===== config.mk =====
export PLATFORM = sky130hd
export DESIGN_NAME = mem_lsu
export DESIGN_NICKNAME = d
export VERILOG_FILES = /design/src/rtl/mem_lsu.sv
export SDC_FILE = /design/constraint.sdc
export NUM_CORES = 1
export LEC_CHECK = 0
export BUFFER_PORTS_ARGS = -buffer_cell sky130_fd_sc_hd__buf_2
export CAP_MARGIN = 10
export CELL_PAD_IN_SITES_DETAIL_PLACEMENT = 1
export CELL_PAD_IN_SITES_GLOBAL_PLACEMENT = 1
export CORE_UTILIZATION = 33
export CTS_BUF_LIST = sky130_fd_sc_hd__clkbuf_4 sky130_fd_sc_hd__clkbuf_8 sky130_fd_sc_hd__clkbuf_16
export DETAILED_ROUTE_END_ITERATION = 6
export PLACE_DENSITY = 0.81
export REMOVE_ABC_BUFFERS = 1
export SETUP_SLACK_MARGIN = 0.15
export SLEW_MARGIN = 20
export SYNTH_ARGS = -nofsm -noshare
export SYNTH_HDL_FRONTEND = slang
export SYNTH_SLANG_ARGS = --single-unit
export TNS_END_PERCENT = 100

===== constraint.sdc =====
create_clock -name clk -period 11.1 [get_ports clk]
set_input_delay 0 -clock clk [delete_from_list [all_inputs] [get_ports clk]]
set_output_delay 0 -clock clk [all_outputs]
set_load 0.02 [all_outputs]

===== src/rtl/mem_lsu.sv =====
// MEM-stage load/store unit: issues data-bus loads/stores via req/ack, stalls the front end while busy,
// and registers GPR/CSR writeback. Optional alignment trap enabled by defining MEM_MISALIGN_CHECK_EN.
module mem_lsu (
  input  logic        clk,
  input  logic        rst,
  input  logic [4:0]  mem_waddr,
  input  logic [31:0] mem_wdata,
  input  logic        mem_we,
  input  logic        mem_csr_we,
  input  logic [11:0] mem_csr_waddr,
  input  logic [31:0] mem_csr_wdata,
  input  logic [3:0]  mem_op,
  input  logic [31:0] mem_maddr,
  input  logic [31:0] mem_sdata,
  output logic        dbus_req,
  output logic        dbus_we,
  output logic [31:0] dbus_addr,
  output logic [3:0]  dbus_be,
  output logic [31:0] dbus_wdata,
  input  logic        dbus_ack,
  input  logic [31:0] dbus_rdata,
  output logic        stall_req,
  output logic        misalign,
  output logic [4:0]  wb_waddr,
  output logic [31:0] wb_wdata,
  output logic        wb_we,
  output logic        wb_csr_we,
  output logic [11:0] wb_csr_waddr,
  output logic [31:0] wb_csr_wdata
);

  localparam logic [1:0] SZ_BYTE = 2'd0;
  localparam logic [1:0] SZ_HALF = 2'd1;
  localparam logic [1:0] SZ_WORD = 2'd2;

  typedef enum logic [0:0] {ST_IDLE = 1'b0, ST_BUSY = 1'b1} state_t;

  state_t      state_r;
  state_t      state_nxt_s;
  logic        op_valid_s;
  logic        op_load_s;
  logic        op_store_s;
  logic        op_signed_s;
  logic [1:0]  op_size_s;
  logic        misalign_s;
  logic        issue_s;

  logic        dbus_req_nxt_s;
  logic        dbus_we_nxt_s;
  logic [31:0] dbus_addr_nxt_s;
  logic [3:0]  dbus_be_nxt_s;
  logic [31:0] dbus_wdata_nxt_s;
  logic        misalign_nxt_s;
  logic [31:0] wb_wdata_nxt_s;
  logic        wb_we_nxt_s;
  logic        wb_csr_we_nxt_s;

  function automatic logic [3:0] lane_be(input logic [1:0] size, input logic [1:0] a);
    case (size)
      SZ_BYTE: lane_be = 4'b0001 << a;
      SZ_HALF: lane_be = a[1] ? 4'b1100 : 4'b0011;
      default: lane_be = 4'b1111;
    endcase
  endfunction

  function automatic logic [31:0] store_rep(input logic [1:0] size, input logic [31:0] d);
    case (size)
      SZ_BYTE: store_rep = {4{d[7:0]}};
      SZ_HALF: store_rep = {2{d[15:0]}};
      default: store_rep = d;
    endcase
  endfunction

  function automatic logic [31:0] load_ext(input logic [1:0] size, input logic sgn,
                                           input logic [1:0] a, input logic [31:0] rd);
    logic [31:0] shifted;
    logic [7:0]  b;
    logic [15:0] h;
    shifted = rd >> {a, 3'b000};
    b = shifted[7:0];
    h = a[1] ? rd[31:16] : rd[15:0];
    case (size)
      SZ_BYTE: load_ext = sgn ? {{24{b[7]}}, b} : {24'd0, b};
      SZ_HALF: load_ext = sgn ? {{16{h[15]}}, h} : {16'd0, h};
      default: load_ext = rd;
    endcase
  endfunction

  // Decode the memory opcode into direction, access size and signedness
  always_comb begin
    op_valid_s  = 1'b1;
    op_load_s   = 1'b0;
    op_store_s  = 1'b0;
    op_signed_s = 1'b0;
    op_size_s   = SZ_WORD;
    case (mem_op)
      4'd1: begin op_load_s = 1'b1;  op_signed_s = 1'b1; op_size_s = SZ_BYTE; end
      4'd2: begin op_load_s = 1'b1;  op_signed_s = 1'b1; op_size_s = SZ_HALF; end
      4'd3: begin op_load_s = 1'b1;  op_size_s = SZ_WORD; end
      4'd4: begin op_load_s = 1'b1;  op_size_s = SZ_BYTE; end
      4'd5: begin op_load_s = 1'b1;  op_size_s = SZ_HALF; end
      4'd6: begin op_store_s = 1'b1; op_size_s = SZ_BYTE; end
      4'd7: begin op_store_s = 1'b1; op_size_s = SZ_HALF; end
      4'd8: begin op_store_s = 1'b1; op_size_s = SZ_WORD; end
      default: op_valid_s = 1'b0;
    endcase
  end

`ifdef MEM_MISALIGN_CHECK_EN
  // Flag halfword/word accesses whose low address bits break natural alignment
  always_comb begin
    misalign_s = 1'b0;
    if (op_valid_s) begin
      case (op_size_s)
        SZ_HALF: misalign_s = mem_maddr[0];
        SZ_WORD: misalign_s = |mem_maddr[1:0];
        default: misalign_s = 1'b0;
      endcase
    end else begin
      misalign_s = 1'b0;
    end
  end
`else
  assign misalign_s = 1'b0;
`endif

  assign issue_s = (state_r == ST_IDLE) && op_valid_s && !misalign_s;

  // State register; reset abandons any outstanding transaction
  always_ff @(posedge clk or posedge rst) begin
    if (rst) begin
      state_r <= ST_IDLE;
    end else begin
      state_r <= state_nxt_s;
    end
  end

  // Next-state logic
  always_comb begin
    state_nxt_s = state_r;
    case (state_r)
      ST_IDLE: begin
        if (issue_s) begin
          state_nxt_s = ST_BUSY;
        end else begin
          state_nxt_s = ST_IDLE;
        end
      end
      ST_BUSY: begin
        if (dbus_ack) begin
          state_nxt_s = ST_IDLE;
        end else begin
          state_nxt_s = ST_BUSY;
        end
      end
      default: state_nxt_s = ST_IDLE;
    endcase
  end

  // Output logic: stall request plus next values for every registered output
  always_comb begin
    stall_req        = 1'b0;
    dbus_req_nxt_s   = dbus_req;
    dbus_we_nxt_s    = dbus_we;
    dbus_addr_nxt_s  = dbus_addr;
    dbus_be_nxt_s    = dbus_be;
    dbus_wdata_nxt_s = dbus_wdata;
    misalign_nxt_s   = 1'b0;
    wb_wdata_nxt_s   = mem_wdata;
    wb_we_nxt_s      = 1'b0;
    wb_csr_we_nxt_s  = 1'b0;
    case (state_r)
      ST_IDLE: begin
        if (issue_s) begin
          stall_req        = 1'b1;
          dbus_req_nxt_s   = 1'b1;
          dbus_we_nxt_s    = op_store_s;
          dbus_addr_nxt_s  = {mem_maddr[31:2], 2'b00};
          dbus_be_nxt_s    = lane_be(op_size_s, mem_maddr[1:0]);
          dbus_wdata_nxt_s = store_rep(op_size_s, mem_sdata);
        end else if (op_valid_s) begin
          // only reachable for a trapped misaligned access: drop it, no writeback
          misalign_nxt_s = 1'b1;
        end else begin
          wb_we_nxt_s     = mem_we;
          wb_csr_we_nxt_s = mem_csr_we;
        end
      end
      ST_BUSY: begin
        if (dbus_ack) begin
          dbus_req_nxt_s  = 1'b0;
          wb_we_nxt_s     = mem_we;
          wb_csr_we_nxt_s = mem_csr_we;
          if (op_load_s) begin
            wb_wdata_nxt_s = load_ext(op_size_s, op_signed_s, mem_maddr[1:0], dbus_rdata);
          end else begin
            wb_wdata_nxt_s = mem_wdata;
          end
        end else begin
          stall_req = 1'b1;
        end
      end
      default: stall_req = 1'b0;
    endcase
  end

  // Registered bus and writeback outputs
  always_ff @(posedge clk or posedge rst) begin
    if (rst) begin
      dbus_req     <= 1'b0;
      dbus_we      <= 1'b0;
      dbus_addr    <= 32'd0;
      dbus_be      <= 4'd0;
      dbus_wdata   <= 32'd0;
      misalign     <= 1'b0;
      wb_waddr     <= 5'd0;
      wb_wdata     <= 32'd0;
      wb_we        <= 1'b0;
      wb_csr_we    <= 1'b0;
      wb_csr_waddr <= 12'd0;
      wb_csr_wdata <= 32'd0;
    end else begin
      dbus_req     <= dbus_req_nxt_s;
      dbus_we      <= dbus_we_nxt_s;
      dbus_addr    <= dbus_addr_nxt_s;
      dbus_be      <= dbus_be_nxt_s;
      dbus_wdata   <= dbus_wdata_nxt_s;
      misalign     <= misalign_nxt_s;
      wb_waddr     <= mem_waddr;
      wb_wdata     <= wb_wdata_nxt_s;
      wb_we        <= wb_we_nxt_s;
      wb_csr_we    <= wb_csr_we_nxt_s;
      wb_csr_waddr <= mem_csr_waddr;
      wb_csr_wdata <= mem_csr_wdata;
    end
  end

endmodule

==> results.env <==
AREA_OCCUPIED_BY_REGISTERS_UM2=3830
CP_SLOWEST_STAGE_DELAY_NS=0.93
HOLD_VIOLATIONS=0
PLACE_HPWL_MM=16.2
REG2REG_SLACK_NS=7.81
POSTSYNTHAREAPERCELL_UM2=11.0
CLK_TRANSITION_REPORTED_PATHS_NS=0.08
DRT_PRE_ANTENNA_ITERS=5
INTPOWER_mW=1.15
MIN_DELAY_PATH_DEPTH=3
NETLIST_TOP_CELLS_AREA='sky130_fd_sc_hd__dfrtp_1 65%, sky130_fd_sc_hd__nand2_1 8.7%, sky130_fd_sc_hd__a21oi_1 4.4%'
SYNTH_TOP_CELL_BY_AREA='sky130_fd_sc_hd__dfrtp_1'
ROUTE.DETAILED.VIAS_PER_INST=5.11
MAX_SLEW_MARGIN_PCT=30.1
CRIT_CHAIN='nand2_1 -> or4b_1 -> a211oi_4 -> a221o_1 -> dlygate4sd3_1'
HTREE_LEVELS=4
WORSTSKEWPAIRLATENCY_NS=0.42
SYN_TO_FINAL_GROWTH_PCT=73.5
RSZ0062_AT_GRT='no'
PORT-BUFFER-COUNT=338
TIMING.CRITICAL_PATH.REQUIRED_NS=11.45
RESIZED_CELLS_POST_CTS=0
DR.FIRST_ITER.DRC_COUNT=394
WORST_PIN_SLEW_NS=1.05
GLOBALROUTE.TOTALOVERFLOW=0
BOUNDARYPINS=341
POWER_FRAC_CLOCK_PCT=32.4
SETUP_TNS_FINAL_NS=0
FMAX_GHz=0.304
FINALSETUPVIOLCOUNT=0
FILLER_CELL_COUNT=1960
INITIAL_UTILIZATION_PCT=34.0
CRITICAL_PATH.SLOWEST_CELL='sky130_fd_sc_hd__or4b_1'
REG2REG_DEPTH=5
LEAKAGEPOWER_nW=5.11
LAYOUT_COMMONEST_CELL='sky130_fd_sc_hd__buf_2'
TIMING.CLOCK.SKEW_NS=0.0129
SYN_INST=537
SEQ_AREA_FRAC_SYNTH_PCT=64.6
SETUP.WORST_PATH.END_CLASS='flop'
POWER.SHARE.SEQUENTIAL_PCT=38.7
WORST_IR_DROP_VDD_uV=141
FP-ROW-COUNT=48
WORST-PATH-MAX-FANOUT=23
SWITCHING_SHARE_PCT=36.2
GRT_ANTENNA_BEFORE_REPAIR=5
VIAS=6621
FIN_CRIT_NS=3.29
GRT.TOTAL_USAGE_PCT=31.9
FLOORPLAN.CORE_AREA_UM2=17400
TOP_LIBRARY_CELLS_BY_USAGE_IN_THE_LAYOUT_FILL_AND_TAPS_ASIDE='338 x sky130_fd_sc_hd__buf_2, 188 x sky130_fd_sc_hd__dlygate4sd3_1, 153 x sky130_fd_sc_hd__dfrtp_1'
VIAS_IN_THE_FIRST_GLOBAL_ROUTE=7385
RUN_STATUS='completed'
YOSYSTOPAREACELLSHARE_PCT=64.6
PATH_BUF_INV=1
TIMING.CRITICAL_PATH.MAX_DELAY_FAMILY='compound AO/OA/AOI/OAI gates'
CRITICAL_PATH.REG2REG.STARTPOINT='state_r$_DFF_PP0_'
GRT_MAX_DEGREE=91
CP-START-KIND='flop'
CRIT_ARRIVAL_NS=3.64
POST-LAYOUT-TOTAL-POWER_mW=1.81
TOTAL_NETS_FINAL=1237
FINAL_LAYOUT_SIZE_SUFFIX_GT1_SHARE_PCT=36.7
TIMING.HOLD.WORST.CLASS='in2reg'
SYNTH-WARNING-COUNT=0
FINAL-MAX-SLEW-VIOLATION-COUNT=0
WORSTREG2REGEND='wb_wdata[29]$_DFF_PP0_'
CTS_SINKS=153
P_SWITCHING_mW=0.656
SYNTH.LIB_CELLS_USED.DISTINCT=43
FLOORPLAN_DIE_AREA_UM2=18500
COMBPWRFRAC_PCT=28.9
MAX_CAP_VIOL_COUNT=0
CELLPOWERDENSITY_nW_PER_UM2=176
CTSLONGESTPATHBUFFERS=2
SETUP.WORST_PATH.CLASS='reg2reg'
HOLDCRITSTARTPOINT='dbus_rdata[25]'
DRT.ANTENNA.VIOLATING_NETS=0
TRITONCTS='done'
CLOCK-ROOT-BUFFER='sky130_fd_sc_hd__clkbuf_16'
TRITONCTS.NUM_BUFFERS=17
NETLIST_AREA_UM2=5920
DIE_H_UM=136
GRT_FIRST_PASS_WIRELENGTH_MM=43.3
WIRELENGTH_MM=29.1
MULTI_INPUT_COMB_AREA_UM2=1910
SYNTH_SEQ_CELLS=153
TIMING.HOLD.WORST_ENDPOINT='wb_wdata[9]$_DFF_PP0_'
GP_ROUTABILITY_CONGESTION=0.856
ROUTE.DETAILED.WL_PER_INST_UM=22.5
DRT_DRC_VIOLATIONS_LEFT=0
FINALCRITPERIODSHARE_PCT=29.6
CHIPWIDTH_UM=136
==> worst min-delay path, cell delays in order <==
cell and delay [ns]:
sky130_fd_sc_hd__buf_2 0.14, sky130_fd_sc_hd__a22oi_1 0.09, sky130_fd_sc_hd__a21oi_1 0.17
==> layer usage <==
metal | routed length (um) | part of all wire, % | up-vias | GRT usage, %
met1 | 10500 | 36 | 3277 | 34.7
met4 | 1550 | 5.3 | 0 | 18.1
met2 | 15200 | 52 | 357 | 56.8
met5 | 0 | 0 | - | 0
li1 | - | - | 2888 | -
met3 | 1800 | 6.2 | 99 | 7.53
==> through the flow <==
stage | instances | utilization [%] | instance area [um2] | setup WS (ns) | hold slack (ns)
after CTS | 1289 | 58.9 | 10300 | 7.78 | 0.00280
after detailed placement | 1069 | 44.7 | 7780 | 8.33 | 0.109
after global placement | 1069 | 44.7 | 7780 | 8.47 | 0.108
after floorplan | 499 | - | 5740 | 6.98 | 0.0314
after global routing | 1293 | 59.0 | 10300 | 7.74 | 0.0510
final | 1295 | 59.0 | 10300 | 7.81 | 0.0375
==> state kept, by name, summed over array words and instances (netlist names) <==
| signal | count |
|---|---|
| wb_csr_we | 1 |
| dbus_be | 4 |
| wb_waddr | 5 |
| wb_csr_wdata | 32 |
| misalign | 1 |
| dbus_we | 1 |
| dbus_req | 1 |
| wb_csr_waddr | 12 |
| wb_wdata | 32 |
| wb_we | 1 |
| state_r | 1 |
| dbus_addr | 30 |
| dbus_wdata | 32 |
==> cell usage after synthesis, drive strengths merged <==
cell,number
dfrtp,153
nand2,138
a21oi,52
nor2,42
buf,20
clkbuf,20
a221o,16
a22oi,15
o21ai,13
a31oi,8
mux4,8
a222oi,5
inv,5
a211oi,4
mux2i,4
a21o,3
nand2b,3
and3,2
nand3,2
nand3b,2
nor4b,2
o21a,2
or4b,2
a21boi,1
a221oi,1
a311oi,1
and3b,1
conb,1
nor2b,1
nor3,1
nor3b,1
nor4bb,1
o211ai,1
o21bai,1
o311ai,1
o31ai,1
or3,1
or4,1
xnor2,1
==> cell families after synthesis <==
logic type      after synthesis  share of synthesized area, %
buf+inv                      45                          3.51
xor+xnor                      1                         0.148
compound gates              125                          14.1
other cells                   1                        0.0633
mux                          12                          3.72
flops                       153                          64.6
simple gates                200                          13.9
==> power groups by stage <==
stage                     registers, mW  clock network, mW  logic, mW
final                             0.700              0.587      0.523
after global routing              0.708              0.618      0.558
after CTS                         0.691              0.596      0.501
after detailed placement          0.701                  0      0.430
after global placement            0.695                  0      0.421
after floorplan                   0.815                  0      0.123
==> repair_timing <==
| action | CTS | global route |
|---|---|---|
| hold buffers | 188 | 0 |
| endpoints found under the setup margin | 0 | 0 |
| buffers inserted | 0 | 0 |
| hold endpoints to repair | 236 | 0 |
==> how the worst max path moves through the flow <==
stage,end,cells past startpoint,startpoint
after global placement,wb_wdata[17]$_DFF_PP0_,4,state_r$_DFF_PP0_
after detailed placement,wb_wdata[26]$_DFF_PP0_,4,state_r$_DFF_PP0_
after global routing,wb_wdata[10]$_DFF_PP0_,5,state_r$_DFF_PP0_
after CTS,wb_wdata[29]$_DFF_PP0_,5,state_r$_DFF_PP0_
after floorplan,dbus_addr[10]$_DFFE_PP0P_,1,rst
final,wb_wdata[29]$_DFF_PP0_,5,state_r$_DFF_PP0_
==> layout make-up <==
class	count	area share (%)
timing repair buffer	533	35.3
clock buffer	17	4.14
tap	225	2.74
multi-input combinational	341	18.5
inverter	5	0.231
sequential	153	37.2
antenna	6	0.146
clock inverter	15	1.69
No activity file was read; power rests on OpenSTA's default activity.
